`src/rtl/ysyx_22050019_pipe_ctrl.sv`:
```
// Pipeline sequencing controller: arbitrates the shared memory bus between fetch and load/store,
// and derives per-stage stall/flush controls from bus occupancy, load-use hazards and EX redirects.
module ysyx_22050019_pipe_ctrl #(
    parameter int CNT_W = 32
) (
    input  logic             clk,
    input  logic             rst_n,
    input  logic             ifu_req_i,
    output logic             ifu_done_o,
    input  logic             lsu_req_i,
    output logic             lsu_done_o,
    output logic             bus_req_o,
    output logic             bus_sel_o,
    input  logic             bus_ack_i,
    input  logic             bus_done_i,
    input  logic             idex_ram_re_i,
    input  logic [4:0]       idex_rd_i,
    input  logic [4:0]       ifid_rs1_i,
    input  logic [4:0]       ifid_rs2_i,
    input  logic             ifid_rs1_en_i,
    input  logic             ifid_rs2_en_i,
    input  logic             ex_jump_i,
    output logic             pc_stall_o,
    output logic             if_id_stall_o,
    output logic             id_ex_stall_o,
    output logic             ex_mem_stall_o,
    output logic             mem_wb_stall_o,
    output logic             if_id_flush_o,
    output logic             id_ex_flush_o,
    output logic [CNT_W-1:0] perf_mem_stall_o,
    output logic [CNT_W-1:0] perf_luse_o
);

    typedef enum logic [2:0] {
        IDLE    = 3'd0,
        IF_REQ  = 3'd1,
        IF_WAIT = 3'd2,
        LS_REQ  = 3'd3,
        LS_WAIT = 3'd4
    } state_t;

    state_t state, state_nxt;
    logic   kill, kill_nxt;

    logic ls_done, if_done;
    logic lsu_busy, fetch_busy;
    logic load_use, advance, kill_eff;
    logic in_fetch;

    // Done is recognised in the REQ state only when the same cycle also carries the ack.
    assign ls_done  = bus_done_i & (((state == LS_REQ) & bus_ack_i) | (state == LS_WAIT));
    assign if_done  = bus_done_i & (((state == IF_REQ) & bus_ack_i) | (state == IF_WAIT));
    assign in_fetch = (state == IF_REQ) | (state == IF_WAIT);

    assign load_use = idex_ram_re_i & (idex_rd_i != 5'd0) &
                      ((ifid_rs1_en_i & (ifid_rs1_i == idex_rd_i)) |
                       (ifid_rs2_en_i & (ifid_rs2_i == idex_rd_i)));

    assign lsu_busy   = lsu_req_i & ~ls_done;
    assign advance    = ex_jump_i & ~lsu_busy;
    assign kill_eff   = kill | advance;
    assign ifu_done_o = if_done & ~kill_eff;
    assign lsu_done_o = ls_done;
    assign fetch_busy = ifu_req_i & ~ifu_done_o;

    // Stalls are nested downstream-to-upstream so a stalled stage feeding a moving one yields a bubble.
    assign mem_wb_stall_o = 1'b0;
    assign ex_mem_stall_o = lsu_busy;
    assign id_ex_stall_o  = lsu_busy | load_use;
    assign if_id_stall_o  = id_ex_stall_o | fetch_busy;
    assign pc_stall_o     = if_id_stall_o;
    assign if_id_flush_o  = advance;
    assign id_ex_flush_o  = advance;

    assign bus_req_o = (state == IF_REQ) | (state == LS_REQ);
    assign bus_sel_o = (state == LS_REQ) | (state == LS_WAIT);

    always_comb begin
        state_nxt = state;
        case (state)
            IDLE: begin
                if (lsu_req_i)      state_nxt = LS_REQ;
                else if (ifu_req_i) state_nxt = IF_REQ;
            end
            IF_REQ: begin
                if (bus_ack_i & bus_done_i) state_nxt = IDLE;
                else if (bus_ack_i)         state_nxt = IF_WAIT;
            end
            IF_WAIT: if (bus_done_i) state_nxt = IDLE;
            LS_REQ: begin
                if (bus_ack_i & bus_done_i) state_nxt = IDLE;
                else if (bus_ack_i)         state_nxt = LS_WAIT;
            end
            LS_WAIT: if (bus_done_i) state_nxt = IDLE;
            default: state_nxt = IDLE;
        endcase
    end

    // A redirect during an in-flight fetch marks its response stale until it returns.
    always_comb begin
        kill_nxt = kill;
        if (if_done)                  kill_nxt = 1'b0;
        else if (advance & in_fetch)  kill_nxt = 1'b1;
    end

    always_ff @(posedge clk or posedge rst_n) begin
        if (rst_n) begin
            state <= IDLE;
            kill  <= 1'b0;
        end else begin
            state <= state_nxt;
            kill  <= kill_nxt;
        end
    end

    always_ff @(posedge clk or posedge rst_n) begin
        if (rst_n) begin
            perf_mem_stall_o <= '0;
            perf_luse_o      <= '0;
        end else begin
            perf_mem_stall_o <= perf_mem_stall_o + {{(CNT_W-1){1'b0}}, ex_mem_stall_o};
            perf_luse_o      <= perf_luse_o + {{(CNT_W-1){1'b0}}, (load_use & ~lsu_busy)};
        end
    end

endmodule

```
`config.mk`:
```
export PLATFORM = sky130hd
export DESIGN_NAME = ysyx_22050019_pipe_ctrl
export DESIGN_NICKNAME = d
export VERILOG_FILES = /design/src/rtl/ysyx_22050019_pipe_ctrl.sv
export SDC_FILE = /design/constraint.sdc
export NUM_CORES = 1
export LEC_CHECK = 0
export CAP_MARGIN = 20
export CORE_MARGIN = 1.5
export CORE_UTILIZATION = 45
export DETAILED_ROUTE_END_ITERATION = 10
export PLACE_DENSITY = 0.82
export SYNTH_ARGS = -nofsm -noshare
export SYNTH_HDL_FRONTEND = slang
export SYNTH_SLANG_ARGS = --single-unit
```
`constraint.sdc`:
```
create_clock -name clk -period 2.9 [get_ports clk]
set_input_delay 0.29 -clock clk [delete_from_list [all_inputs] [get_ports clk]]
set_output_delay 0.29 -clock clk [all_outputs]
set_load 0.03 [all_outputs]
```
==> results of run 1 <==
[state kept, by name, indices dropped and copies added (netlist names)]
signal            count
perf_mem_stall_o     32
perf_luse_o          32
state                 3
kill                  1
[cell type report]
type / instances / area, um^2
flip-flops and latches: 68 / 1700
clock buffers: 13 / 159
well taps: 99 / 124
fillers: 582 / 2530
multi-input cells: 213 / 1570
clock inverters: 2 / 10.0
repair buffers: 110 / 1090
inverters: 7 / 26.3
[cells by family (layout without fill, tap and decap cells)]
family	Yosys count	after routing	share of synthesized area [%]
muxes	2	2	0.636
DFF	68	68	50.9
xor gates and xnor gates	70	70	18.3
other	1	1	0.112
buffers and inverters	16	132	2.51
adders and majority gates	4	4	1.50
AOI/OAI and AO/OA	16	16	3.18
and+or+nand+nor	120	120	22.8
[through the flow]
step	area, um^2	total power, mW	hold slack [ns]	setup WS, ns	utilization, %
after CTS	4660	2.47	0.418	0.0893	64.6
final	4680	2.44	0.400	0.127	64.9
after global routing	4680	2.58	0.464	0.0248	64.9
after detailed placement	4490	1.80	0.464	-0.171	62.3
after global placement	4490	1.78	0.459	-0.0435	62.3
after floorplan	3340	1.52	0.356	0.361	-
[synthesized netlist by cell type, types with 2 or more instances]
library cell  instances
a21oi_1               2
and2_1                6
and3_1                8
and3_2                3
and4_1                9
buf_2                 4
buf_4                 3
dfrtp_1              68
ha_1                  4
inv_1                 7
nand2_1              18
nand2b_1              2
nand3_1              21
nand3_2               2
nand4_1              16
nor2_1               10
nor2b_1               2
nor3_1                6
nor4_1                4
nor4_2                3
nor4_4                2
o211ai_1              2
o21ai_0               4
xnor2_1              46
xor2_1               24
[where the power goes]
group / switching (mW) / leakage [nW] / internal (mW)
Sequential: 0.110 / 0.922 / 1.03
Combinational: 0.356 / 1.10 / 0.288
Clock: 0.313 / 0.0893 / 0.350
[routing by layer]
| metal | wire length (um) | global-route usage (%) | vias to the layer above |
|---|---|---|---|
| li1 | - | - | 1268 |
| met1 | 3040 | 23.1 | 1275 |
| met2 | 3670 | 32.0 | 75 |
| met3 | 356 | 4.71 | 4 |
| met4 | 46 | 7.13 | 0 |
| met5 | 0 | 0 | - |
[worst max path at each step]
stage / startpoint / end / slack, ns / cells past startpoint
after CTS: idex_rd_i[1] / pc_stall_o / 0.09 / 7
after floorplan: state[1] / perf_luse_o[14] / 0.36 / 12
after global placement: idex_rd_i[1] / perf_luse_o[14] / -0.04 / 10
final: idex_rd_i[1] / id_ex_stall_o / 0.13 / 7
after detailed placement: idex_rd_i[1] / perf_luse_o[28] / -0.17 / 12
after global routing: idex_rd_i[1] / id_ex_stall_o / 0.02 / 7
==> metrics.txt, run 1 <==
average cell area after synthesis 11.3 um^2; Setup CP Type input port to output port; Crit Path Max Fanout 3; CP arrival between 2 and 2.5 ns; first-pass GRT wire length about 11000 um; die span in y approximately 89 um; Max Fclk ~360 MHz; TritonCTS buffer count 9; post-DP HPWL 5440 um; CP max-delay cell clkdlybuf4s50_1; routability congestion estimate 0.863; wire per inst about 14 um; number of global-route vias before repair approximately 2500; peak supply drop 0.000416 V; register area share after synthesis 50.9%; vias post-DR 2622; Max Cap Viol 0; post-synth top area cell dfrtp_1; Residual DRC 0; Leak Pwr 2.11 nW; status finished clean; I/O Buffers 98; via/cell ratio 5.12; Pre-Repair DR Iteration Count 4; share of cells above drive strength 1 10.9%; area of the core 0.00721 mm^2; number of routed nets with antenna violations 0; P per Cell Area 522 mW/mm^2; most frequent cell on the critical path clkdlybuf4s50_1; Unique masters post-synth between 40 and 50; Post-Synthesis Cells 297; CTS tree yes; max incr delay on CP 0.72 ns; gr ovfl total 0; Period minus WS final 2.77 ns; CP bufs+invs 3; Top FF cell, synth dfrtp_1; # rows 31; Initial Util between 40% and 50%; commonest non-fill, non-tap cells in the layout clkdlybuf4s50_1 (95), dfrtp_1 (68), xnor2_1 (46); Clock Path Buffers 2; # IOs 100; Crit path required time 2.61 ns; flop2flop setup slack 0.31 ns; Register-to-Register Path Depth 10; Syn Nets 326; CTS Sinks 68; Die W 89.2 um; Clock Skew roughly 0.0089 ns; crit path cell chain clkdlybuf4s50_1, xor2_1, nor4_1, a32oi_1, buf_4, o21ai_0, clkdlybuf4s50_1; Tot GR Track Use 18.8%; unrepaired setup endpoints after global routing false; Rel. slew slack 54.5%; reg2reg end perf_luse_o[14]; H-Tree Depth 3; final hold violation count 0; EDFF count, synth 0; final std cells w/o fill 512; antenna violations before repair 0; n_diodes 0; dpl cells 497; Worst-Skew Late Latency between 0.3 and 0.4 ns; CP top delay family buffers and inverters; Final Cycle Share 95.6%; CP startpoint kind input port; final net count 438; synth top area cells dfrtp_1 (51%), xnor2_1 (12%), xor2_1 (6.3%); #FFs+latches synth 68; post-cts sizing count 0; worst slew pin tran 0.681 ns; Clock Tree Root clkbuf_8; max-slew violation count 0; area grow syn2layout 40.0%; fraction of registers with async set/reset 100%; RR Startpoint state[1]; largest net degree at the start of global routing 38; Worst setup EP type output port; setup violators final 0; Mapped Area 0.00334 mm^2; starting DRC count in detailed routing 75; TNS Setup 0 ns; clk slew on worst S/H paths approximately 0.07 ns; DIE AREA 0.00796 mm^2; hold buffer count at CTS 0; postcts setup bufs 0; WL final between 7000 and 8000 um; Syn. warnings 0; HP Class input port to async pin; commonest non-fill, non-tap cell in the layout clkdlybuf4s50_1; top cell type's share of synthesized area 50.9%
Power figures use the tool's default switching activity.
==> run 2: changes to the inputs <==
--- a/config.mk
+++ b/config.mk
@@ -6,7 +6,8 @@
 export NUM_CORES = 1
 export LEC_CHECK = 0
 export CAP_MARGIN = 20
-export CORE_MARGIN = 1.5
+export CORE_ASPECT_RATIO = 1.75
+export CORE_MARGIN = 2
 export CORE_UTILIZATION = 45
 export DETAILED_ROUTE_END_ITERATION = 10
 export PLACE_DENSITY = 0.82
==> run 2 against run 1 <==
Effect of this change:
- power rose by 17%
- sequential share of layout area decreased by 0.77 points
- setup slack better by 0.028 ns
- die area rose by 2.6%
- core utilization increased by 1.7 points
- critical path depth fell by 2
==> metrics.txt, run 2 (synthesis gave the netlist of run 1 again) <==
status finished clean; Worst-Skew Late Latency 0.33 ns; first-pass GRT wire length roughly 13000 um; Clock Path Buffers 2; TritonCTS buffer count 9; Die W 69.2 um; DIE AREA around 0.0082 mm^2; hold_ws 0.417 ns; Crit Path Max Fanout 11; Max Cap Viol 0; antenna violations before repair 0; final net count approximately 440; dpl cells 482; Filler cells 562; Initial Util 46.6%; gr ovfl total 0; Clock Skew 0.00357 ns; Final Cycle Share 94.7%; reg2reg end perf_luse_o[26]; Rel. slew slack between 50% and 60%; commonest non-fill, non-tap cell in the layout clkdlybuf4s50_1; Setup WS post-layout 0.154 ns; clk slew on worst S/H paths 0.05 ns; TNS Setup 0 ns; final hold violation count 0; area of the multi-input gates 0.00157 mm^2; Crit path required time 2.61 ns; hold buffer count at CTS 0; I/O Buffers 98; final std cells w/o fill 498; # IOs 100; Setup CP Type flop to output port; RR Startpoint state[0]; Residual DRC 0; number of routed nets with antenna violations 0; Worst setup EP type output port; setup violators final 0; worst slew pin tran 0.734 ns; P per Cell Area 598 mW/mm^2; design area 0.00478 mm^2; Max Fclk 364 MHz; routability congestion estimate 0.749; CTS tree yes; pre-CTS setup slack -0.124 ns; commonest non-fill, non-tap cells in the layout clkdlybuf4s50_1 (97), dfrtp_1 (68), xnor2_1 (46); largest net degree at the start of global routing 36; peak supply drop 0.000493 V; CTS Sinks 68; flop2flop setup slack about 0.19 ns; Clock Tree Root clkbuf_16; area of the core 0.00718 mm^2; via/cell ratio 5.24; top flop regs perf_luse_o: 32 flops, perf_mem_stall_o: 32 flops, state: 3 flops; CP arrival approximately 2.5 ns; vias post-DR 2612; Period minus WS final approximately 2.7 ns; number of global-route vias before repair 2808; area grow syn2layout 43.0%; max-slew violation count 0; Post-DP Area 0.00446 mm^2; Tot GR Track Use 19.7%; n_diodes 0; # rows 41; wire per inst between 15 and 20 um; FF+latch area about 0.0017 mm^2; unrepaired setup endpoints after global routing true; die span in y between 100 and 150 um; Pre-Repair DR Iteration Count 4; H-Tree Depth 3; CP startpoint kind flop; post-DP HPWL 5660 um; HP Class input port to async pin; starting DRC count in detailed routing 83; postcts setup bufs 0; share of cells above drive strength 1 10.9%; Leak Pwr roughly 2.1 nW; WL final 7590 um; Register-to-Register Path Depth 11
-- run 2: cell count changes in the layout (fill, tap and decap cells not counted), sizes merged --
cell / change
dlymetal6s2s: -2
clkinvlp: +1
clkdlybuf4s50: +2
bufinv: +1
buf: -2
clkbuf: -1
-- run 2: worst max-delay path: stages, from the launching register on --
cell and delay (ns):
dfrtp_1 0.55, nand2_1 0.11, mux2_2 0.30, o41ai_2 0.36
o211ai_1 0.17, clkdlybuf4s50_1 0.63
-- run 2: layer usage --
| layer | part of all wire, % | track usage, % | wire [um] | up-vias |
|---|---|---|---|---|
| met5 | 0 | 0 | 0 | - |
| met4 | 2.8 | 9.93 | 211 | 0 |
| met3 | 6.5 | 7.02 | 490 | 14 |
| met2 | 54 | 34.4 | 4080 | 79 |
| met1 | 37 | 20.3 | 2810 | 1257 |
| li1 | - | - | - | 1262 |
-- run 2: final cells by class --
| cell class | count | share of cell area (%) |
|---|---|---|
| Clock buffer | 12 | 5.36 |
| Sequential cell | 68 | 35.6 |
| Multi-Input combinational cell | 213 | 32.9 |
| Timing Repair Buffer | 108 | 22.4 |
| Tap cell | 86 | 2.25 |
| Inverter | 7 | 0.549 |
| Clock inverter | 4 | 0.994 |
-- run 2: how the worst max path moves through the flow --
stage	from	depth (start not counted)	slack [ns]	to
after floorplan	state[1]	12	0.36	perf_luse_o[14]
after global placement	idex_rd_i[1]	10	-0.06	perf_luse_o[14]
after detailed placement	idex_rd_i[1]	10	-0.12	perf_luse_o[14]
after CTS	state[0]	6	0.04	ifu_done_o
after global routing	state[0]	11	-0.02	perf_luse_o[28]
final	state[0]	5	0.15	pc_stall_o
-- run 2: power breakdown --
| part | switching, mW | internal (mW) | total (mW) | leakage (nW) |
|---|---|---|---|---|
| clock network | 0.375 | 0.708 | 1.08 | 0.149 |
| registers | 0.121 | 1.03 | 1.15 | 0.922 |
| logic | 0.348 | 0.282 | 0.630 | 1.08 |
| total | 0.844 | 2.02 | 2.86 | 2.15 |
-- run 2: stage by stage --
step	total power [mW]	utilization, %
after floorplan	1.52	-
after global placement	1.77	62.1
after detailed placement	1.79	62.1
after CTS	2.89	66.5
after global routing	3.00	66.6
final	2.86	66.6
-- run 2: repair_timing --
action | CTS | global route
resized for setup | 1 | 3
gates cloned | 0 | 0
endpoints found under the setup margin | 2 | 3
==> run 3: changes to the inputs <==
==> constraint.sdc (replaced) <==
create_clock -name clk -period 2.9 [get_ports clk]
set_input_delay 0.87 -clock clk [delete_from_list [all_inputs] [get_ports clk]]
set_output_delay 0.87 -clock clk [all_outputs]
set_load 0.03 [all_outputs]
==> run 3 against run 2 <==
Effect of this change:
- the run now ends with setup timing left
- count of clock-buffer cells in the layout rose by 4
- design area rose by 4.7%
- worst hold slack improved by 0.060 ns
- sequential cell count did not move
- critical path depth rose by 1
- setup slack got worse by 0.22 ns
- clock power barely moved
- clock skew barely moved
- final cell count rose by 4.8%
- largest cell class unchanged
==> metrics.txt, run 3 (synthesis gave the netlist of run 1 again) <==
Pre-Repair DR Iteration Count 4; H-Tree Depth 3; die span in y between 100 and 150 um; origin of the worst setup path idex_rd_i[1]; max incr delay on CP 0.54 ns; gr ovfl total 0; top flop regs perf_luse_o: 32 flops, perf_mem_stall_o: 32 flops, state: 3 flops; Register-to-Register Path Depth 11; metal2 WL approximately 4600 um; reg2reg end perf_luse_o[28]; Crit Path Max Fanout 3; Period minus WS final 2.97 ns; Max Fclk 337 MHz; wire per inst 15.7 um; Crit path required time approximately 2 ns; Residual DRC 0; CP Capture Point pc_stall_o; commonest non-fill, non-tap cells in the layout clkdlybuf4s50_1 (73), dfrtp_1 (67), xnor2_1 (46); DR top layer met4; area of the multi-input gates 0.00166 mm^2; clk slew on worst S/H paths 0.05 ns; via/cell ratio 5.25; area of the core 0.00718 mm^2; setup violators final 3; combinational power share 24.1%; first-pass GRT wire length 13700 um; share of cells above drive strength 1 24.1%; # IOs 100; area grow syn2layout 49.8%; Met3 Routed Length 358 um; Filler cells around 540; # rows between 40 and 50; TritonCTS buffer count 9; P_sw 875 uW; I/O Buffers 98; CP startpoint kind input port; post-DP HPWL 5910 um; n_diodes 0; antenna violations before repair 0; starting DRC count in detailed routing 99; CTS Sinks 68; Tot GR Track Use a little over a fifth; Reg power frac 39.5%; peak supply drop 0.000436 V; Initial Util approximately 47%; routability congestion estimate 0.784; CP Depth 6; Worst setup EP type output port; design area 0.00501 mm^2; status finished with violations; CP bufs+invs 3; Clock Skew 0.00374 ns; Rel. slew slack 61.5%; unrepaired setup endpoints after global routing true; Die W around 70 um; RR Startpoint state[1]; switch share between 20 and 30%; Setup CP Type input port to output port; WL final 8170 um; clock share of power 36.4%; Clock Path Buffers 2; Final Cycle Share 102%; failing checks setup timing; CTS tree yes; FF+latch area 0.00170 mm^2; Setup WS post-layout -0.0653 ns; max-slew violation count 0; CP arrival 2.10 ns; number of global-route vias before repair 2922; DIE AREA 0.00816 mm^2; Post-DP Area between 0.004 and 0.005 mm^2; crit path cell chain buf_8, or4_4, o21ai_4, buf_6, o211ai_1, buf_4; HP Class flop to flop; final net count 460; hold_sp perf_mem_stall_o[31]; vias post-DR approximately 2700; hold_ws between 0.4 and 0.5 ns; P_int 2.06 mW; wl on met1 between 2000 and 3000 um; commonest non-fill, non-tap cell in the layout clkdlybuf4s50_1; Max Cap Viol 0; CP max-delay cell or4_4; P per Cell Area 586 mW/mm^2; Leak Pwr 2.29 nW; Worst-Skew Late Latency roughly 0.33 ns; number of routed nets with antenna violations 0; flop2flop setup slack 0.35 ns; largest net degree at the start of global routing 69; final hold violation count 0; worst slew pin tran 0.573 ns; CP top delay family simple AND/OR/NAND/NOR gates; Clock Tree Root clkbuf_16
## run 3: cell types whose count changed in the layout (fill, tap and decap cells not counted), sizes merged, moves of 2 or more
cell           change
clkbuf             +5
buf               +42
dlygate4sd2        +4
clkdlybuf4s15      +2
clkdlybuf4s50     -24
clkinv             -2
## run 3: power groups by stage
stage,registers [mW],logic [mW],clock network (mW)
after floorplan,1.22,0.310,0
after detailed placement,1.16,0.676,0
after global placement,1.16,0.663,0
final,1.16,0.708,1.07
after global routing,1.17,0.762,1.12
after CTS,1.15,0.691,1.08
## run 3: area by class of cell
class,count,area share [%]
well taps,86,2.15
inverters,7,0.525
flip-flops and latches,68,34.0
repair buffers,132,24.1
clock buffers,16,6.02
multi-input cells,213,33.2
## run 3: how the worst min path moves through the flow
stage                                 endpoint  slack (ns)  depth (start not counted)
after global routing           perf_luse_o[31]        0.51                          1
after CTS                 perf_mem_stall_o[31]        0.48                          1
after global placement         perf_luse_o[31]        0.45                          1
after detailed placement       perf_luse_o[31]        0.46                          1
final                     perf_mem_stall_o[31]        0.48                          1
after floorplan                       state[0]        0.47                          1
## run 3: per-stage QoR
step	util, %	std cells	setup TNS, ns	setup slack [ns]	power (mW)
after global placement	64.5	503	-22.52	-0.600	1.82
after floorplan	-	297	-0.452	-0.242	1.53
after CTS	68.9	521	-0.0669	-0.0337	2.92
final	69.7	522	-0.139	-0.0653	2.93
after global routing	69.7	522	-0.637	-0.114	3.06
after detailed placement	64.5	503	-24.48	-0.665	1.84
## run 3: routing by layer
layer | global-route usage [%] | vias up
li1 | - | 1306
met1 | 20.6 | 1337
met2 | 39.1 | 77
met3 | 5.31 | 21
met4 | 10.8 | 0
met5 | 0 | -
## run 3: repair_timing
item	4_1_cts	5_1_grt
resized for setup	60	18
setup buffers	3	1
setup endpoints to repair	48	29
pin swaps	13	7
hold buffers	0	0
